`src/rtl/approx_adder_pipe.sv`:
```
// Two-stage pipelined adder whose low APPROX_BITS bits can use approximate cells.
// It reports the distance of each result from the exact sum and keeps result/error statistics.
module approx_adder_pipe #(
  parameter int WIDTH       = 16,
  parameter int APPROX_BITS = 4
) (
  input  logic             clk,
  input  logic             rst_n,
  input  logic             in_valid,
  output logic             in_ready,
  input  logic [WIDTH-1:0] a,
  input  logic [WIDTH-1:0] b,
  input  logic             cin,
  input  logic [1:0]       mode,
  output logic             out_valid,
  input  logic             out_ready,
  output logic [WIDTH-1:0] sum,
  output logic             cout,
  output logic [WIDTH:0]   err_dist,
  input  logic             stat_clr,
  output logic [31:0]      op_count,
  output logic [31:0]      err_count
);

  logic             s1_valid_reg;
  logic [WIDTH-1:0] a_reg;
  logic [WIDTH-1:0] b_reg;
  logic             cin_reg;
  logic [1:0]       mode_reg;

  logic             out_valid_reg;
  logic [WIDTH-1:0] sum_reg;
  logic             cout_reg;
  logic [WIDTH:0]   err_reg;
  logic [31:0]      op_count_reg;
  logic [31:0]      err_count_reg;

  logic             s2_load;
  logic             s1_advance;
  logic             out_fire;

  logic [WIDTH-1:0] approx_mask;
  logic [WIDTH-1:0] sum_next;
  logic             cout_next;
  logic             carry_c;
  logic             maj_c;
  logic [WIDTH:0]   exact_sum;
  logic [WIDTH:0]   approx_full;
  logic [WIDTH:0]   err_next;

  assign s2_load    = !out_valid_reg || out_ready;
  assign s1_advance = s1_valid_reg && s2_load;
  assign in_ready   = !s1_valid_reg || s1_advance;
  assign out_fire   = out_valid_reg && out_ready;

  // Bits below APPROX_BITS may use approximate cells; the mask is elaboration-time constant.
  genvar gi;
  generate
    for (gi = 0; gi < WIDTH; gi++) begin : g_mask
      assign approx_mask[gi] = (gi < APPROX_BITS);
    end
  endgenerate

  // Ripple chain kept inside one process so the carry never forms a combinational net loop.
  always_comb begin
    carry_c  = cin_reg;
    maj_c    = 1'b0;
    sum_next = '0;
    for (int i = 0; i < WIDTH; i++) begin
      maj_c = (a_reg[i] & b_reg[i]) | (a_reg[i] & carry_c) | (b_reg[i] & carry_c);
      if (approx_mask[i] && mode_reg == 2'd1) begin
        sum_next[i] = ~maj_c;
        carry_c     = maj_c;
      end else if (approx_mask[i] && mode_reg == 2'd2) begin
        sum_next[i] = b_reg[i];
        carry_c     = a_reg[i];
      end else begin
        sum_next[i] = a_reg[i] ^ b_reg[i] ^ carry_c;
        carry_c     = maj_c;
      end
    end
    cout_next = carry_c;
  end

  assign exact_sum   = {1'b0, a_reg} + {1'b0, b_reg} + {{WIDTH{1'b0}}, cin_reg};
  assign approx_full = {cout_next, sum_next};
  assign err_next    = (approx_full >= exact_sum) ? (approx_full - exact_sum)
                                                  : (exact_sum - approx_full);

  always_ff @(posedge clk or negedge rst_n) begin
    if (!rst_n) begin
      s1_valid_reg <= 1'b0;
      a_reg        <= '0;
      b_reg        <= '0;
      cin_reg      <= 1'b0;
      mode_reg     <= 2'd0;
    end else if (in_ready) begin
      s1_valid_reg <= in_valid;
      if (in_valid) begin
        a_reg    <= a;
        b_reg    <= b;
        cin_reg  <= cin;
        mode_reg <= mode;
      end
    end
  end

  always_ff @(posedge clk or negedge rst_n) begin
    if (!rst_n) begin
      out_valid_reg <= 1'b0;
      sum_reg       <= '0;
      cout_reg      <= 1'b0;
      err_reg       <= '0;
    end else if (s2_load) begin
      out_valid_reg <= s1_valid_reg;
      if (s1_valid_reg) begin
        sum_reg  <= sum_next;
        cout_reg <= cout_next;
        err_reg  <= err_next;
      end
    end
  end

  // Clear takes priority over a same-cycle transfer; both counters saturate.
  always_ff @(posedge clk or negedge rst_n) begin
    if (!rst_n) begin
      op_count_reg  <= '0;
      err_count_reg <= '0;
    end else if (stat_clr) begin
      op_count_reg  <= '0;
      err_count_reg <= '0;
    end else if (out_fire) begin
      if (op_count_reg != 32'hFFFF_FFFF) begin
        op_count_reg <= op_count_reg + 32'd1;
      end
      if (err_reg != '0 && err_count_reg != 32'hFFFF_FFFF) begin
        err_count_reg <= err_count_reg + 32'd1;
      end
    end
  end

  assign out_valid = out_valid_reg;
  assign sum       = sum_reg;
  assign cout      = cout_reg;
  assign err_dist  = err_reg;
  assign op_count  = op_count_reg;
  assign err_count = err_count_reg;

endmodule

```
`config.mk`:
```
export PLATFORM = sky130hd
export DESIGN_NAME = approx_adder_pipe
export DESIGN_NICKNAME = d
export VERILOG_FILES = /design/src/rtl/approx_adder_pipe.sv
export SDC_FILE = /design/constraint.sdc
export NUM_CORES = 1
export LEC_CHECK = 0
export CAP_MARGIN = 20
export CORE_MARGIN = 2
export CORE_UTILIZATION = 35
export CTS_CLUSTER_DIAMETER = 30
export CTS_CLUSTER_SIZE = 10
export DETAILED_ROUTE_END_ITERATION = 7
export SLEW_MARGIN = 20
export SYNTH_ARGS = -nofsm -noshare
export SYNTH_HDL_FRONTEND = slang
export SYNTH_SLANG_ARGS = --single-unit
export TNS_END_PERCENT = 1
```
`constraint.sdc`:
```
create_clock -name clk -period 14.3 [get_ports clk]
set_input_delay 2.86 -clock clk [delete_from_list [all_inputs] [get_ports clk]]
set_output_delay 2.86 -clock clk [all_outputs]
set_load 0.05 [all_outputs]
```
==> impl_metrics.env, run 1 <==
export IMPL_whs_ps=476
export IMPL_clkSlewWorstSetupHoldPaths_ps=60
export IMPL_clk_insertion_delay_late_ps=430
export IMPL_hp_start="sum[1]"
export IMPL_finalPower_w=0.00227
export IMPL_cts_max_level=4
export IMPL_rr_worst_depth=34
export IMPL_whs_path_depth=2
export IMPL_syn_nets=1041
export IMPL_synth_cell_types=62
export IMPL_avgRoutedWirePerCell_um=15.0
export IMPL_hold_class="flop to flop"
export IMPL_grt_pass1_wl_um=34700
export IMPL_post_cts_buffers=0
export IMPL_die_width_um=162
export IMPL_ys_seq_area_share_pct=38.8
export IMPL_status="completed"
export IMPL_fin_nets=1168
export IMPL_grtUsageTotal_pct=16.4
export IMPL_crit_top_cell="fa_1"
export IMPL_cap_violations=0
export IMPL_path_class="flop to flop"
export IMPL_area_delta_synth_final_pct=25.9
export IMPL_yosys_warnings=0
export IMPL_cts_sinks=135
export IMPL_pin_count=140
export IMPL_fin_crit_ps=9080
export IMPL_place_worst_setup_slack_ps=5240
export IMPL_place_gp_congestion=0.905
export IMPL_synth_enable_flop_cells=0
export IMPL_slew_limit_headroom_pct=42.1
export IMPL_dr_max_layer_used="met4"
export IMPL_drt_iter0_drc=306
export IMPL_synth_cells=932
export IMPL_dieArea_mm2=0.0262
export IMPL_slowest_stage="dfrtp_1"
export IMPL_rsz0062_at_grt="no"
export IMPL_synth_top_cell_by_area="dfrtp_1"
export IMPL_viasPerCell=4.96
export IMPL_antenna_found_initial=0
export IMPL_crit_required_ps=14610
export IMPL_reg2reg_to="err_dist[7]"
export IMPL_setup_ws_ps=5220
export IMPL_final_setup_tns_ps=0
export IMPL_route_met2_wl_um=9600
export IMPL_crit_path_start_kind="flop"
export IMPL_fmax_mhz=110
export IMPL_core_area_mm2=0.0244
export IMPL_hold_path_end="sum[1]"
export IMPL_grt_overflow=0
export IMPL_synth_ff_type="dfrtp_1"
export IMPL_initial_core_util_pct=35.7
export IMPL_grt_pass1_vias=6771
export IMPL_ys_top_cells_by_area="dfrtp_1 (39%), ha_1 (7.2%), mux2_2 (4.9%), fa_1 (4.4%), xor2_1 (4.2%)"
export IMPL_end_kind="flop"
export IMPL_cp_data_arrival_time_ps=9390
export IMPL_cts_path_max_buffers=2
export IMPL_routed_wl_um=20900
export IMPL_synthArstFlopShare_pct=100
export IMPL_clock_skew_ps=11.1
export IMPL_crit_path_max_fanout=14
export IMPL_fin_crit_sh_pct=63.5
export IMPL_met1Wirelength_um=10100
export IMPL_setup_viol=0
export IMPL_die_h_um=162
export IMPL_antenna_cells=0
export IMPL_drcViolationCount=0
export IMPL_finalHoldViolCount=0
export IMPL_ys_ff_latch=135
export IMPL_rr_startpoint="mode_reg[1]"
export IMPL_synth_cell_area_mm2=0.00871
export IMPL_hpwl_um=15600
export IMPL_power_density_mw_per_mm2=207
export IMPL_slew_viol_final=0
export IMPL_fp_row_count=57
export IMPL_postCtsHoldBufs=0
export IMPL_ant_nets=0
export IMPL_avgSynthCellArea_um2=9.35
export IMPL_cts_inserted_buffers=17
export IMPL_dr_pass1_iters=6
export IMPL_grt_max_degree=72
export IMPL_port_buffers=139
export IMPL_power_leakage_nw=4.82
export IMPL_tightest_slew_ps=863
export IMPL_tritoncts="yes"
export IMPL_post_cts_resized=0
export IMPL_r2r_setup_slack_ps=5220
export IMPL_dr_total_vias=6927
export IMPL_ir_worst_vdd_uv=108
export IMPL_wl_met3_um=886
export IMPL_drive_above_1_share_pct=8.68
export IMPL_cts_root_buf="clkbuf_16"
export IMPL_cpPeakStageDelay_ps=600
export IMPL_synth_top_area_share_pct=38.8
per-layer routing:
layer  track usage (%)  up-vias
met3              3.14       24
met4              4.87        0
met5                 0        -
met2              26.1      160
li1                  -     3475
met1              22.7     3268
cell type report:
class | count | area, µm²
well taps | 324 | 405
multi-input cells | 688 | 4900
repair buffers | 142 | 1410
inverters | 75 | 282
clock buffers | 18 | 429
clock inverters | 14 | 164
fillers | 2375 | 13400
flip-flops and latches | 135 | 3380
worst max path at each step:
stage / slack [ps] / start / to
6_report: 5220 / mode_reg[1] / err_dist[7]
3_3_place_gp: 5380 / mode_reg[1] / err_dist[7]
2_1_floorplan: 5920 / mode_reg[0] / err_dist[7]
4_1_cts: 5200 / mode_reg[1] / err_dist[7]
3_5_place_dp: 5240 / mode_reg[1] / err_dist[7]
5_1_grt: 4650 / mode_reg[1] / err_dist[10]
report_power, final:
group | leakage [nW] | internal (W) | switching, W | total, W
Sequential | 1.74 | 0.000447 | 0.0000538 | 0.000501
Clock | 0.280 | 0.000261 | 0.000183 | 0.000444
Combinational | 2.80 | 0.000522 | 0.000804 | 0.00133
critical path: cells and delay by family, from the launching register on:
kind | cells | cell delay [ps]
buffers and inverters | 3 | 210
flip-flops | 1 | 600
multiplexers | 3 | 700
AND/OR/NAND/NOR | 7 | 950
AO/OA/AOI/OAI | 5 | 1020
adder cells (fa/ha/maj) | 16 | 5490
cell usage in the layout, fill, tap and decap left out, types with 13 or more instances in the layout:
| cell type | count |
|---|---|
| clkbuf_16 | 17 |
| nor3_1 | 24 |
| inv_1 | 75 |
| clkdlybuf4s50_1 | 137 |
| fa_1 | 19 |
| xnor2_1 | 38 |
| a21oi_1 | 38 |
| ha_1 | 50 |
| nor2_1 | 81 |
| mux2i_1 | 14 |
| or3_1 | 13 |
| mux2_2 | 38 |
| xor2_1 | 42 |
| nand4_1 | 13 |
| o21ai_0 | 72 |
| nand2_1 | 89 |
| nand3_1 | 31 |
| and3_1 | 16 |
| dfrtp_1 | 135 |
| a21o_1 | 19 |
synth_stat cells, types with 24 or more instances:
| library cell | number |
|---|---|
| nand3_1 | 31 |
| xnor2_1 | 38 |
| xor2_1 | 42 |
| mux2_2 | 38 |
| nor2_1 | 81 |
| inv_1 | 75 |
| dfrtp_1 | 135 |
| o21ai_0 | 72 |
| nor3_1 | 24 |
| nand2_1 | 90 |
| ha_1 | 50 |
| a21oi_1 | 38 |
cell families after synthesis:
| kind of cell | share of synthesized area [%] |
|---|---|
| adder cells (fa/ha/maj) | 11.5 |
| flip-flops | 38.8 |
| AO/OA/AOI/OAI | 13.2 |
| AND/OR/NAND/NOR | 16.5 |
| multiplexers | 6.87 |
| XOR/XNOR | 8.04 |
| buffers and inverters | 5.04 |
through the flow:
step                utilization [%]  cell area (µm²)  instances
floorplan                         -             8710        932
global placement               42.5            10400       1364
detailed placement             42.5            10400       1364
CTS                            45.0            11000       1396
global route                   45.0            11000       1396
finish                         45.0            11000       1396
Note: power is estimated with default switching activity, not from simulation.
==> inputs of run 2 (changes only) <==
- clock period: 14.3 -> 9.1 ns (I/O delays scaled with it)
==> run 2 against run 1 <==
Against the previous run: core utilization increased by 0.53 points; design area increased by 1.2%; via count increased by 1.8%; combinational power grew 60%; clock skew about the same; die area stayed put; critical path type unchanged; global-route usage up 0.076 points; hold slack improved by 4.6 ps; clock power rose by 70%; critical path depth unchanged; sequential cell count is the same.
==> impl_metrics.env, run 2 (synthesis gave the netlist of run 1 again) <==
export IMPL_clk_insertion_delay_late_ps=430
export IMPL_hpwl_um=15700
export IMPL_grt_pass1_wl_um=34800
export IMPL_fin_nets=1172
export IMPL_grtUsageTotal_pct=16.5
export IMPL_met1Wirelength_um=10300
export IMPL_rr_startpoint="mode_reg[0]"
export IMPL_core_area_mm2=0.0244
export IMPL_status="completed"
export IMPL_die_width_um=162
export IMPL_dr_pass1_iters=5
export IMPL_drt_iter0_drc=404
export IMPL_fmax_mhz=114
export IMPL_cpPeakStageDelay_ps=480
export IMPL_postCtsHoldBufs=0
export IMPL_power_leakage_nw=4.86
export IMPL_grt_max_degree=72
export IMPL_cp_top_family="adder cells"
export IMPL_design_area_mm2=0.0111
export IMPL_combPwrFrac_pct=58.0
export IMPL_fin_crit_ps=8760
export IMPL_rr_worst_depth=34
export IMPL_wl_met3_um=1000
export IMPL_rsz0062_at_grt="no"
export IMPL_place_gp_congestion=0.855
export IMPL_whs_ps=480
export IMPL_path_class="flop to flop"
export IMPL_cts_max_level=4
export IMPL_drive_above_1_share_pct=9.67
export IMPL_route_met2_wl_um=9680
export IMPL_crit_top_cell="fa_1"
export IMPL_antenna_found_initial=0
export IMPL_slew_limit_headroom_pct=38.3
export IMPL_p_seq_share_pct=21.4
export IMPL_switchingPower_w=0.00165
export IMPL_fin_crit_sh_pct=96.3
export IMPL_crit_required_ps=9410
export IMPL_cts_root_buf="clkbuf_16"
export IMPL_utilization_pct=45.5
export IMPL_nFillCells=2355
export IMPL_ant_nets=0
export IMPL_final_cell_mix="clkdlybuf4s50_1 (137), dfrtp_1 (134), nand2_1 (89), nor2_1 (81), inv_1 (75)"
export IMPL_cp_data_arrival_time_ps=9070
export IMPL_crit_buf_inv=3
export IMPL_avgRoutedWirePerCell_um=15.2
export IMPL_placed_area_mm2=0.0104
export IMPL_ir_worst_vdd_uv=173
export IMPL_setup_viol=0
export IMPL_routed_wl_um=21200
export IMPL_grt_overflow=0
export IMPL_reg2reg_to="err_dist[7]"
export IMPL_drcViolationCount=0
export IMPL_whs_path_depth=2
export IMPL_tritoncts="yes"
export IMPL_end_kind="flop"
export IMPL_p_clk_share_pct=20.6
export IMPL_netSwitchingFraction_pct=45.0
export IMPL_die_h_um=162
export IMPL_clkSlewWorstSetupHoldPaths_ps=60
export IMPL_hp_start="cout"
export IMPL_cts_path_max_buffers=2
export IMPL_dr_total_vias=7051
export IMPL_viasPerCell=5.04
export IMPL_clock_skew_ps=10.7
export IMPL_area_delta_synth_final_pct=27.4
export IMPL_dieArea_mm2=0.0262
export IMPL_slowest_stage="fa_2"
export IMPL_hold_path_end="cout"
export IMPL_port_buffers=139
export IMPL_initial_core_util_pct=35.7
export IMPL_antenna_cells=0
export IMPL_power_density_mw_per_mm2=331
export IMPL_cts_sinks=135
export IMPL_pin_count=140
export IMPL_cap_violations=0
export IMPL_slew_viol_final=0
export IMPL_p_int_w=0.00202
export IMPL_crit_path_start_kind="flop"
export IMPL_fp_row_count=57
export IMPL_finalHoldViolCount=0
export IMPL_cts_inserted_buffers=17
export IMPL_hold_class="flop to flop"
export IMPL_crit_path_max_fanout=10
export IMPL_final_setup_tns_ps=0
export IMPL_finalPower_w=0.00367
export IMPL_r2r_setup_slack_ps=340
export IMPL_grt_pass1_vias=6730
export IMPL_final_common_cell="clkdlybuf4s50_1"
export IMPL_dr_max_layer_used="met4"
export IMPL_tightest_slew_ps=920
-- run 2: changes by cell type in the layout (fill, tap and decap cells not counted), moves of 2 or more --
cell,before,now
buf_4,3,7
bufinv_16,2,4
clkinv_4,4,2
fa_1,19,17
fa_2,0,2
-- run 2: timing repair --
action | 4_1_cts | 5_1_grt
endpoints found under the setup margin | 0 | 13
gates resized for setup | 0 | 12
setup buffers | 0 | 3
-- run 2: area by class of cell --
type                            count  area [µm²]  share of cell area [%]
Inverter                           75         282                    2.54
Clock inverter                     12         190                    1.71
Timing Repair Buffer              146        1440                    13.0
Multi-Input combinational cell    688        4950                    44.6
Tap cell                          324         405                    3.65
Clock buffer                       20         447                    4.02
Sequential cell                   135        3380                    30.5
-- run 2: power by group through the flow --
stage	registers [W]	clock network, W	logic [W]
finish	0.000785	0.000757	0.00213
global route	0.000803	0.000806	0.00234
CTS	0.000788	0.000778	0.00209
detailed placement	0.000797	0	0.00208
global placement	0.000795	0	0.00207
floorplan	0.00103	0	0.00133
-- run 2: per-layer routing --
metal  vias to the layer above  global-route usage (%)
li1                       3471                       -
met1                      3360                    23.0
met2                       198                    26.0
met3                        22                    3.29
met4                         0                    4.67
met5                         -                       0
-- run 2: stage by stage --
step	worst slack (ps)	std cells
after floorplan	717	932
after global placement	293	1365
after detailed placement	164	1365
after CTS	126	1397
after global routing	9.14	1400
final	335	1400
-- run 2: worst max path at each step --
stage	from	endpoint	slack, ps	cells after the start
final	mode_reg[0]	err_dist[7]	340	34
after global routing	mode_reg[0]	err_dist[7]	9	34
after CTS	mode_reg[0]	err_dist[7]	130	34
after detailed placement	mode_reg[0]	err_dist[7]	160	34
after global placement	mode_reg[0]	err_dist[7]	290	34
after floorplan	mode_reg[0]	err_dist[7]	720	35
-- run 2: worst reg2reg max path, delay by kind of cell (launching register included) --
kind,cells,cell delay [ps]
AND/OR/NAND/NOR,7,870
adder cells (fa/ha/maj),16,5480
multiplexers,3,640
flip-flops,1,470
buffers and inverters,3,240
AO/OA/AOI/OAI,5,950
